## config.mk

```make
export PLATFORM = sky130hd
export DESIGN_NAME = mc_muldiv_unit
export DESIGN_NICKNAME = d
export VERILOG_FILES = /design/src/rtl/mc_muldiv_unit.sv
export SDC_FILE = /design/constraint.sdc
export NUM_CORES = 1
export LEC_CHECK = 0
export ABC_AREA = 1
export CORE_ASPECT_RATIO = 0.9
export CORE_MARGIN = 10
export CORE_UTILIZATION = 31
export DETAILED_ROUTE_END_ITERATION = 16
export PLACE_DENSITY = 0.46
export REMOVE_ABC_BUFFERS = 1
export SYNTH_ARGS = -nofsm -noshare
export SYNTH_HDL_FRONTEND = slang
export SYNTH_SLANG_ARGS = --single-unit
```

## constraint.sdc

```tcl
create_clock -name clk -period 5.9 [get_ports clk]
set_clock_uncertainty 0.15 [all_clocks]
set_input_delay 0.59 -clock clk [delete_from_list [all_inputs] [get_ports clk]]
set_output_delay 0.59 -clock clk [all_outputs]
set_load 0.05 [all_outputs]
```

## src/rtl/mc_muldiv_unit.sv

```systemverilog
// Iterative multiply/divide coprocessor holding the HI/LO registers.
// One shift-add or restoring shift-subtract step per cycle, then a sign-fix cycle.
module mc_muldiv_unit #(
  parameter int WIDTH = 32,
  parameter int CNT_W = 6
) (
  input  logic             clk,
  input  logic             reset,
  input  logic             start,
  input  logic [1:0]       op,
  input  logic [WIDTH-1:0] a_i,
  input  logic [WIDTH-1:0] b_i,
  input  logic             hi_we,
  input  logic             lo_we,
  input  logic [WIDTH-1:0] wdata_i,
  output logic             busy,
  output logic             done,
  output logic             div_zero,
  output logic [WIDTH-1:0] hi_o,
  output logic [WIDTH-1:0] lo_o
);

  typedef enum logic [1:0] {IDLE, RUN, FIX} state_t;

  state_t               state_reg;
  logic [CNT_W-1:0]     cnt_reg;
  logic                 is_div_reg;
  logic [WIDTH-1:0]     acc_reg, mq_reg, opd_reg, a_reg;
  logic [WIDTH-1:0]     hi_reg, lo_reg;
  logic                 neg_q_reg, neg_r_reg, dz_pend_reg;
  logic                 busy_reg, done_reg, div_zero_reg;

  logic                 a_neg, b_neg;
  logic [WIDTH-1:0]     abs_a, abs_b;
  logic [WIDTH:0]       mul_sum, div_shift, div_diff;
  logic [WIDTH-1:0]     acc_next, mq_next;
  logic [2*WIDTH-1:0]   prod, prod_fix;
  logic [WIDTH-1:0]     fix_hi, fix_lo;

  localparam logic [CNT_W-1:0] LAST_CNT = CNT_W'(WIDTH - 1);

  // Signed ops work on magnitudes; op[0]=0 marks the signed variants.
  always_comb begin
    a_neg = ~op[0] & a_i[WIDTH-1];
    b_neg = ~op[0] & b_i[WIDTH-1];
    abs_a = a_neg ? -a_i : a_i;
    abs_b = b_neg ? -b_i : b_i;
  end

  // mq holds the multiplier (shifted out from the bottom) or the dividend
  // (shifted out from the top, quotient bits shifted in behind it).
  always_comb begin
    mul_sum   = {1'b0, acc_reg} + (mq_reg[0] ? {1'b0, opd_reg} : '0);
    div_shift = {acc_reg, mq_reg[WIDTH-1]};
    div_diff  = div_shift - {1'b0, opd_reg};
    acc_next  = mul_sum[WIDTH:1];
    mq_next   = {mul_sum[0], mq_reg[WIDTH-1:1]};
    if (is_div_reg) begin
      if (!div_diff[WIDTH]) begin
        acc_next = div_diff[WIDTH-1:0];
        mq_next  = {mq_reg[WIDTH-2:0], 1'b1};
      end else begin
        acc_next = div_shift[WIDTH-1:0];
        mq_next  = {mq_reg[WIDTH-2:0], 1'b0};
      end
    end
  end

  always_comb begin
    prod     = {acc_reg, mq_reg};
    prod_fix = neg_q_reg ? -prod : prod;
    fix_hi   = prod_fix[2*WIDTH-1:WIDTH];
    fix_lo   = prod_fix[WIDTH-1:0];
    if (is_div_reg) begin
      fix_lo = neg_q_reg ? -mq_reg : mq_reg;
      fix_hi = neg_r_reg ? -acc_reg : acc_reg;
      // Zero divisor: fixed pattern regardless of the iteration's output.
      if (dz_pend_reg) begin
        fix_lo = '1;
        fix_hi = a_reg;
      end
    end
  end

  always_ff @(posedge clk) begin
    if (reset) begin
      state_reg    <= IDLE;
      cnt_reg      <= '0;
      is_div_reg   <= 1'b0;
      acc_reg      <= '0;
      mq_reg       <= '0;
      opd_reg      <= '0;
      a_reg        <= '0;
      hi_reg       <= '0;
      lo_reg       <= '0;
      neg_q_reg    <= 1'b0;
      neg_r_reg    <= 1'b0;
      dz_pend_reg  <= 1'b0;
      busy_reg     <= 1'b0;
      done_reg     <= 1'b0;
      div_zero_reg <= 1'b0;
    end else begin
      done_reg <= 1'b0;
      case (state_reg)
        IDLE: begin
          if (hi_we) hi_reg <= wdata_i;
          if (lo_we) lo_reg <= wdata_i;
          if (start) begin
            is_div_reg   <= op[1];
            a_reg        <= a_i;
            neg_q_reg    <= a_neg ^ b_neg;
            neg_r_reg    <= a_neg;
            dz_pend_reg  <= op[1] && (b_i == '0);
            mq_reg       <= op[1] ? abs_a : abs_b;
            opd_reg      <= op[1] ? abs_b : abs_a;
            acc_reg      <= '0;
            cnt_reg      <= '0;
            busy_reg     <= 1'b1;
            div_zero_reg <= 1'b0;
            state_reg    <= RUN;
          end
        end
        RUN: begin
          acc_reg <= acc_next;
          mq_reg  <= mq_next;
          cnt_reg <= cnt_reg + 1'b1;
          if (cnt_reg == LAST_CNT) state_reg <= FIX;
        end
        FIX: begin
          hi_reg       <= fix_hi;
          lo_reg       <= fix_lo;
          div_zero_reg <= dz_pend_reg;
          done_reg     <= 1'b1;
          busy_reg     <= 1'b0;
          state_reg    <= IDLE;
        end
        default: state_reg <= IDLE;
      endcase
    end
  end

  assign busy     = busy_reg;
  assign done     = done_reg;
  assign div_zero = div_zero_reg;
  assign hi_o     = hi_reg;
  assign lo_o     = lo_reg;

endmodule

```

After elaboration in Yosys (flattened, before gate mapping)
Index checks and enable logic that the tools add are counted.
W data, S select, Z words.
- register bits after elaboration: 207
- input bits: 103
- output and inout bits: 67
- add/subtract/negate cells: 8
- eq/ne operators: 7
- multiplexer cells: 34
- bitwise operators: 4
- reduce and logical (&&, ||, !) cells: 11
- operator list (operator ; count):
    $mux W32 ; 18
    $pmux W32 S2 ; 4
    $neg A32 Y32 ; 4
    $mux W64 ; 1
    $neg A64 Y64 ; 1
    $add A32 B32 Y33 ; 1
    $sub A33 B32 Y33 ; 1
    $logic_not A32 Y1 ; 1
    $pmux W6 S2 ; 1
    $reduce_and A2 Y1 ; 6
    $ne A2 B2 Y1 const B ; 4
    $add A6 B1 Y6 const B ; 1
    $eq A6 B5 Y1 const B ; 1
    $mux W6 ; 1
    $mux W1 ; 4
    $mux W2 ; 2
    $pmux W1 S2 ; 2
    $pmux W2 S2 ; 1
    $reduce_bool A2 Y1 ; 2
    $and A1 B1 Y1 ; 2
    $eq A2 B1 Y1 const B ; 1
    $eq A2 B2 Y1 const B ; 1
    $logic_not A2 Y1 ; 1
    $logic_and A1 B1 Y1 ; 1
    2 further kinds ; 2

Logic depth before layout (Yosys ltp)
Gate-level depths: netlist of run 1.
- depth in word-level cells: 6
- mapped depth: 20
- depth with buffers taken out: 18

Least setup slack after synthesis of run 1
Ideal clock, no wire load.
- path kind: register to register
- start: reg mq_reg[0]
- end: reg acc_reg[29]
- library setup time: 132 ps
- arrival: 2337 ps
- required time: 5618 ps
- setup slack: 3281 ps
- cell stages (with the launch flop): 20
- path buffers: 2
- path through: dfxtp_1 buf_6 clkbuf_1 nand2_1 inv_1 ha_1 inv_1 fa_1 o21ai_1 nand2_1 nand2_1 nand2_1 nand2_1 nand2_1 nand3_1 nand3_1 nand2_1 inv_1 nand2_1 a21oi_1
- word-level cells in the longest chain between the ends: 4
- RTL lines (element ; RTL line ; source):
    start, declared ; 28 ; logic [WIDTH-1:0] acc_reg, mq_reg, opd_reg, a_reg;
    start signal, assigned ; 114 ; mq_reg <= op[1] ? abs_a : abs_b;
    start signal, assigned ; 125 ; mq_reg <= mq_next;
    $mux W32 ; 53 ; mul_sum = {1'b0, acc_reg} + (mq_reg[0] ? {1'b0, opd_reg} : '0);
    $add A32 B32 Y33 ; 53 ;
    $mux W32 ; 58 ; if (is_div_reg) begin
    $pmux W32 S2 ; 104 ; case (state_reg)
    end signal, assigned ; 124 ; acc_reg <= acc_next;
    end, declared ; 28 ;
No other way between the ends.
A chain may end at the register's enable or synchronous reset.

Worst setup path after layout of run 1
- start: reg acc_reg[25]
- end: reg acc_reg[17]
- word-level cells in the longest chain between the ends: 4
- RTL lines (element ; RTL line ; source):
    $sub A33 B32 Y33 ; 55 ; div_diff = div_shift - {1'b0, opd_reg};
    $mux W32 ; 59 ; if (!div_diff[WIDTH]) begin
    $mux W32 ; 58 ;
    $pmux W32 S2 ; 104 ;
No other way between the ends.

==> impl_results.md, run 1 <==
- Gr ovfl total: 0
- Yosys Warn Count: 0
- PwrDens: approximately 240 nW/um2
- Gpl congestion: approximately 1.0
- Fraction of layout cells with a size suffix above 1: under 10%
- Residual DRC: 0
- Top Ports: 170
- CTS buffer count: 27
- # rows: 87
- Syn_area_per_cell: 5.60 um2
- Via density: ~5.3
- CTS tree: yes
- Yosys reg bits: around 210
- Cell Chain, Critical Path: ha_1 -> nand2_1 -> inv_2 -> nand2_1 -> nand2_1 -> nand2_1 -> nand2_1 -> a21oi_4 -> nand3_4 -> nand2_2 -> nand3_1 -> nand3_1 -> nand2_1 -> a21oi_1
- Clk Latency, worst-skew pair: ~0.58 ns
- Commonest non-fill, non-tap cell in the layout: nand2_1
- Clk sinks: approximately 210
- CP required: approximately 6.3 ns
- Crit path kind: register to register
- Placed Instance Area: between 20000 and 25000 um2
- Clock tree buffer depth: 3
- DP HPWL: 78400 um
- Worst Hold Class: register to register
- Predominant post-synthesis flop cell: dfxtp_1
- Post-layout util: between 30 and 40%
- Worst-path fanout max: 34
- Tmin final: 3.43 ns
- Clk pin slew, worst setup/hold paths: approximately 0.070 ns
- Resize count post-CTS: 0
- GRT Util Overall: between 20 and 30%
- Status: completed
- Maxcap violations: 0
- Mapped Cells: 3522
- Top cell type's share of synthesized area: 21.0%
- First-pass GRT wire length: about 140000 um
- Antenna violations before repair: 0
- Worst slew margin: between 30% and 40%
- Tightest Pin Transition: about 1.0 ns
- CP startpoint kind: register
- WL final: between 90000 and 100000 um
- Die area: roughly 74000 um2
- Slowest CP cell: dfxtp_1
- Initial DRC Count: ~2500
- Worst vdd ir: approximately 0.00022 V
- F_max: slightly below 300 MHz
- H-Tree Depth: 1
- Die width: ~290 um
- CTS Hold Bufs: 0
- Root Driver: clkbuf_16
- Crit path DAT: about 3.8 ns
- Most frequent cells in the layout: nand2_1, inv_1, a21oi_1
- WL met3: roughly 8800 um
- DIE HEIGHT: about 260 um
- Vias in the first global route: ~22000
- Met1 Wirelength: 46900 um
- P_leak: between 10 and 15 nW
- Drt wl/cell: ~22 um
- Fin area: approximately 23000 um2
- Largest net degree at the start of global routing: 85
- Layout area overhead: 17.0%
- Top cells by area, synth: dfxtp_1, nand2_1, a21oi_1
- Ant. Diodes: 0
- Unrepaired setup endpoints after global routing: no
- Core area: 62800 um2
- Fin. Hold Viols: 0
- Vias: about 24000
- Area leader, netlist: dfxtp_1
- R2R setup slack: 2.47 ns
- Number of synthesized flops with an enable pin: 0
- Fin. max-slew vios: 0
- Cell area after synthesis: roughly 20000 um2
- Fin crit share: between 50% and 60%
- Initial Util: between 30% and 40%
- Asr flop ratio synth: 0%
- Post-CTS setup buffers: 0
- IO buf count: ~170
- Seq/Total Area, Yosys: between 20% and 30%
- Worst Setup End Kind: register
- DRT Pass-1 Iters: 6
- Final net count: 3772
- Setup-failing EPs final: 0
- Most common cell on crit path: nand2_1
- Top Layer Used: met4
- Synth unique cells: 52
- Post-route ant nets: 0
- Worst path max stage delay: approximately 0.74 ns
- Met2 Wirelength: a little under 40000 um
-- metrics by stage --
stage	setup TNS (ns)	power (mW)	hold slack, ns	setup WS [ns]	instances
2_1_floorplan	-15.12	2.94	0.282	-0.504	3360
3_3_place_gp	0	3.78	0.311	2.46	4414
3_5_place_dp	0	3.76	0.305	2.47	4414
4_1_cts	0	5.52	0.318	2.53	4461
5_1_grt	0	5.81	0.332	2.21	4461
6_report	0	5.53	0.317	2.47	4461
-- worst max-delay path: cells and delay by family (launching register included) --
| family | cells | cell delay, ns |
|---|---|---|
| flip-flops | 1 | 0.74 |
| adder cells (fa/ha/maj) | 1 | 0.40 |
| AO/OA/AOI/OAI | 2 | 0.33 |
| buffers and inverters | 1 | 0.04 |
| AND/OR/NAND/NOR | 10 | 1.69 |
-- per-layer routing --
| layer | track usage, % | up-vias |
|---|---|---|
| met1 | 37.7 | 10991 |
| met4 | 8.81 | 0 |
| li1 | - | 11641 |
| met5 | 0 | - |
| met3 | 4.50 | 134 |
| met2 | 35.8 | 1053 |
-- path summary, 6_finish.rpt --
check                   start     endpoint  cells after the start
hold reg to reg    cnt_reg[5]   cnt_reg[5]                      1
setup reg to reg  acc_reg[25]  acc_reg[17]                     14
setup / recovery  acc_reg[25]  acc_reg[17]                     14
hold / removal     cnt_reg[5]   cnt_reg[5]                      1
-- kinds of logic (layout without fill, tap and decap cells) --
group / count (synthesis) / in the layout / synth area share, %
xor+xnor: 67 / 67 / 2.98
flops: 207 / 207 / 21.0
compound gates: 799 / 799 / 21.8
simple gates: 1734 / 1734 / 37.1
fa+ha+maj: 71 / 71 / 4.58
buf+inv: 644 / 738 / 12.5
-- Yosys cell counts (6+ instances only) --
library cell	n
xnor2_1	10
dfxtp_1	207
nor2_2	14
buf_2	19
buf_1	17
ha_1	69
a21o_1	7
o21bai_1	8
clkbuf_1	122
inv_2	12
a22oi_1	6
nor2_1	304
a31oi_1	21
xor2_1	57
o21ai_1	17
nand4_1	45
nand2_1	958
o211ai_1	27
a21oi_1	351
nand2_2	9
nor3_1	42
inv_1	467
nand3b_1	17
or2_2	8
o21ai_0	323
o221ai_1	8
nand3_1	317
-- power by group --
group / switching (mW) / internal, mW
Combinational: 1.49 / 0.625
Sequential: 0.155 / 1.51
Clock: 0.709 / 1.04
Total: 2.36 / 3.17
-- cell type report --
type,count,area [um2]
Tap cell,845,1060
Fill cell,7177,39700
Inverter,482,1810
Sequential cell,207,4150
Multi-Input combinational cell,2671,13100
Clock inverter,11,156
Timing Repair Buffer,209,1990
Clock buffer,36,759
(Power assumes the default switching activity.)
==> run 2, diff against run 1 <==
- PLACE_DENSITY: 0.46 -> 0.48
- clock period: 5.9 -> 2.9 ns (I/O delays scaled with it)
==> impl_results.md, run 2 (synthesized netlist as in run 1, its figures left out) <==
- Status: completed
- Fin Setup TNS: 0 ns
- Ant. Diodes: 0
- WL final: about 100000 um
- Initial Util: a little under a third
- Die width: roughly 290 um
- First-pass GRT wire length: 146000 um
- Via density: about 5.3
- Fin. Hold Viols: 0
- Hold path depth: 4
- Fin area: ~24000 um2
- F_max: around 370 MHz
- Worst r2r dst: acc_reg[3]
- # rows: between 80 and 90
- GRT Util Overall: 25.8%
- Fillers: 7075
- Clk sinks: a little over 200
- Reg2reg path depth: 17
- Placed Instance Area: ~23000 um2
- Layout area overhead: 23.4%
- Residual DRC: 0
- Gr ovfl total: 0
- Setup-failing EPs final: 0
- Drt wl/cell: ~22 um
- Hold EP: opd_reg[31]
- DP HPWL: 80500 um
- Crit path kind: register to register
- Clock tree buffer depth: 3
- Initial DRC Count: just under 3000
- Tightest Pin Transition: slightly above 1 ns
- Vias in the first global route: around 22000
- Most frequent cells in the layout: nand2_1, inv_1, a21oi_1
- CP startpoint kind: register
- Die area: between 70000 and 80000 um2
- Post-route ant nets: 0
- Tmin final: ~2.7 ns
- Clk Latency, worst-skew pair: 0.59 ns
- Crit path DAT: ~3.1 ns
- IO buf count: around 170
- Total Power: about 12 mW
- Vias: 24258
- DRT Pass-1 Iters: 6
- Reg2Reg Launch Point: opd_reg[6]
- CTS buffer count: 27
- Worst-path fanout max: 5
- Worst vdd ir: 0.000448 V
- Final net count: about 3900
- CTS tree: yes
- PwrDens: between 400 and 500 nW/um2
- Gpl congestion: approximately 1
- Antenna violations before repair: 2
- DIE HEIGHT: around 260 um
- P_leak: ~12 nW
- Commonest non-fill, non-tap cell in the layout: nand2_1
- Worst Setup End Kind: register
- R2R setup slack: between 0.15 and 0.2 ns
- Core area: between 60000 and 70000 um2
- Fraction of layout cells with a size suffix above 1: ~8.5%
- Clk pin slew, worst setup/hold paths: 0.06 ns
- Fin. max-slew vios: 0
- Largest net degree at the start of global routing: slightly above 90
- Hold path start: reset
- Fin crit share: a little over nine tenths
- Worst slew margin: about 31%
- CTS Hold Bufs: 0
- Worst Hold Class: input port to register
- H-Tree Depth: 1
- Top Ports: 170
- Maxcap violations: 0
- CP required: roughly 3.2 ns
- Root Driver: clkbuf_16
==> run 2: changes by cell type in the layout (fill, tap and decap cells not counted), sizes merged <==
cell	delta
buf	+135
bufinv	+2
clkbuf	-3
clkinv	-1
clkinvlp	+5
inv	-1
==> run 2: layer usage <==
| metal | vias up | track usage [%] | wire length [um] |
|---|---|---|---|
| met3 | 106 | 4.54 | 8260 |
| met2 | 976 | 37.7 | 41300 |
| met5 | - | 0 | 15 |
| met1 | 11262 | 38.0 | 47900 |
| met4 | 2 | 6.46 | 2740 |
| li1 | 11912 | - | - |
==> run 2: area by class of cell <==
cell class	instances	area [um2]	share of cell area, %
Sequential cell	207	4150	17.1
Multi-Input combinational cell	2671	13200	54.3
Inverter	482	1810	7.45
Tap cell	845	1060	4.35
Timing Repair Buffer	344	3120	12.8
Clock buffer	33	748	3.08
Clock inverter	16	233	0.957
==> run 2: worst max-delay path by stage <==
stage	start	end	slack (ns)	cells after the start
4_1_cts	mq_reg[0]	acc_reg[27]	0.05	18
5_1_grt	mq_reg[0]	acc_reg[27]	-0.02	16
6_report	opd_reg[6]	acc_reg[3]	0.18	17
3_3_place_gp	mq_reg[0]	acc_reg[27]	0.02	17
3_5_place_dp	mq_reg[0]	acc_reg[27]	0.03	17
2_1_floorplan	state_reg[0]	mq_reg[10]	-3.27	7
==> run 2: power breakdown <==
part	switching, mW	total (mW)	leakage, nW	internal, mW
clock network	1.52	3.80	0.471	2.28
logic	3.15	4.62	9.50	1.47
registers	0.261	3.34	1.71	3.07
total	4.92	11.8	11.7	6.83
==> run 2: stage by stage <==
stage | hold WS [ns] | setup WS (ns) | cells | util (%)
finish | 0.0411 | 0.183 | 4598 | 38.7
CTS | 0.0380 | 0.0485 | 4597 | 38.6
floorplan | 0.209 | -3.27 | 3360 | -
global route | 0.0774 | -0.0207 | 4598 | 38.7
global placement | 0.305 | 0.0165 | 4548 | 37.0
detailed placement | 0.311 | 0.0252 | 4548 | 37.0
==> run 2: critical path, stage by stage (launching register included) <==
cell	delay, ns
dfxtp_1	0.57
inv_1	0.09
ha_1	0.38
nand2_1	0.10
nor2_1	0.14
nand3_1	0.11
nand2_2	0.10
nand2_2	0.05
nand2_2	0.08
nand2_4	0.07
nand2_2	0.09
nand2_4	0.06
nand2_2	0.09
buf_4	0.17
nand2_1	0.07
nand3_1	0.06
nand3_1	0.07
a21oi_1	0.15
==> run 2: what timing repair did <==
item	in CTS	in global routing
buffers inserted	0	1
gates resized for setup	1	24
gates cloned	0	0
pin swaps	0	3
endpoints found under the hold margin	0	0
endpoints found under the setup margin	1	27
==> run 3, diff against run 2 <==
- TNS_END_PERCENT: not set -> 10
==> results of run 3 <==
The final DEF is identical to that of run 2; final timing and power are the same.
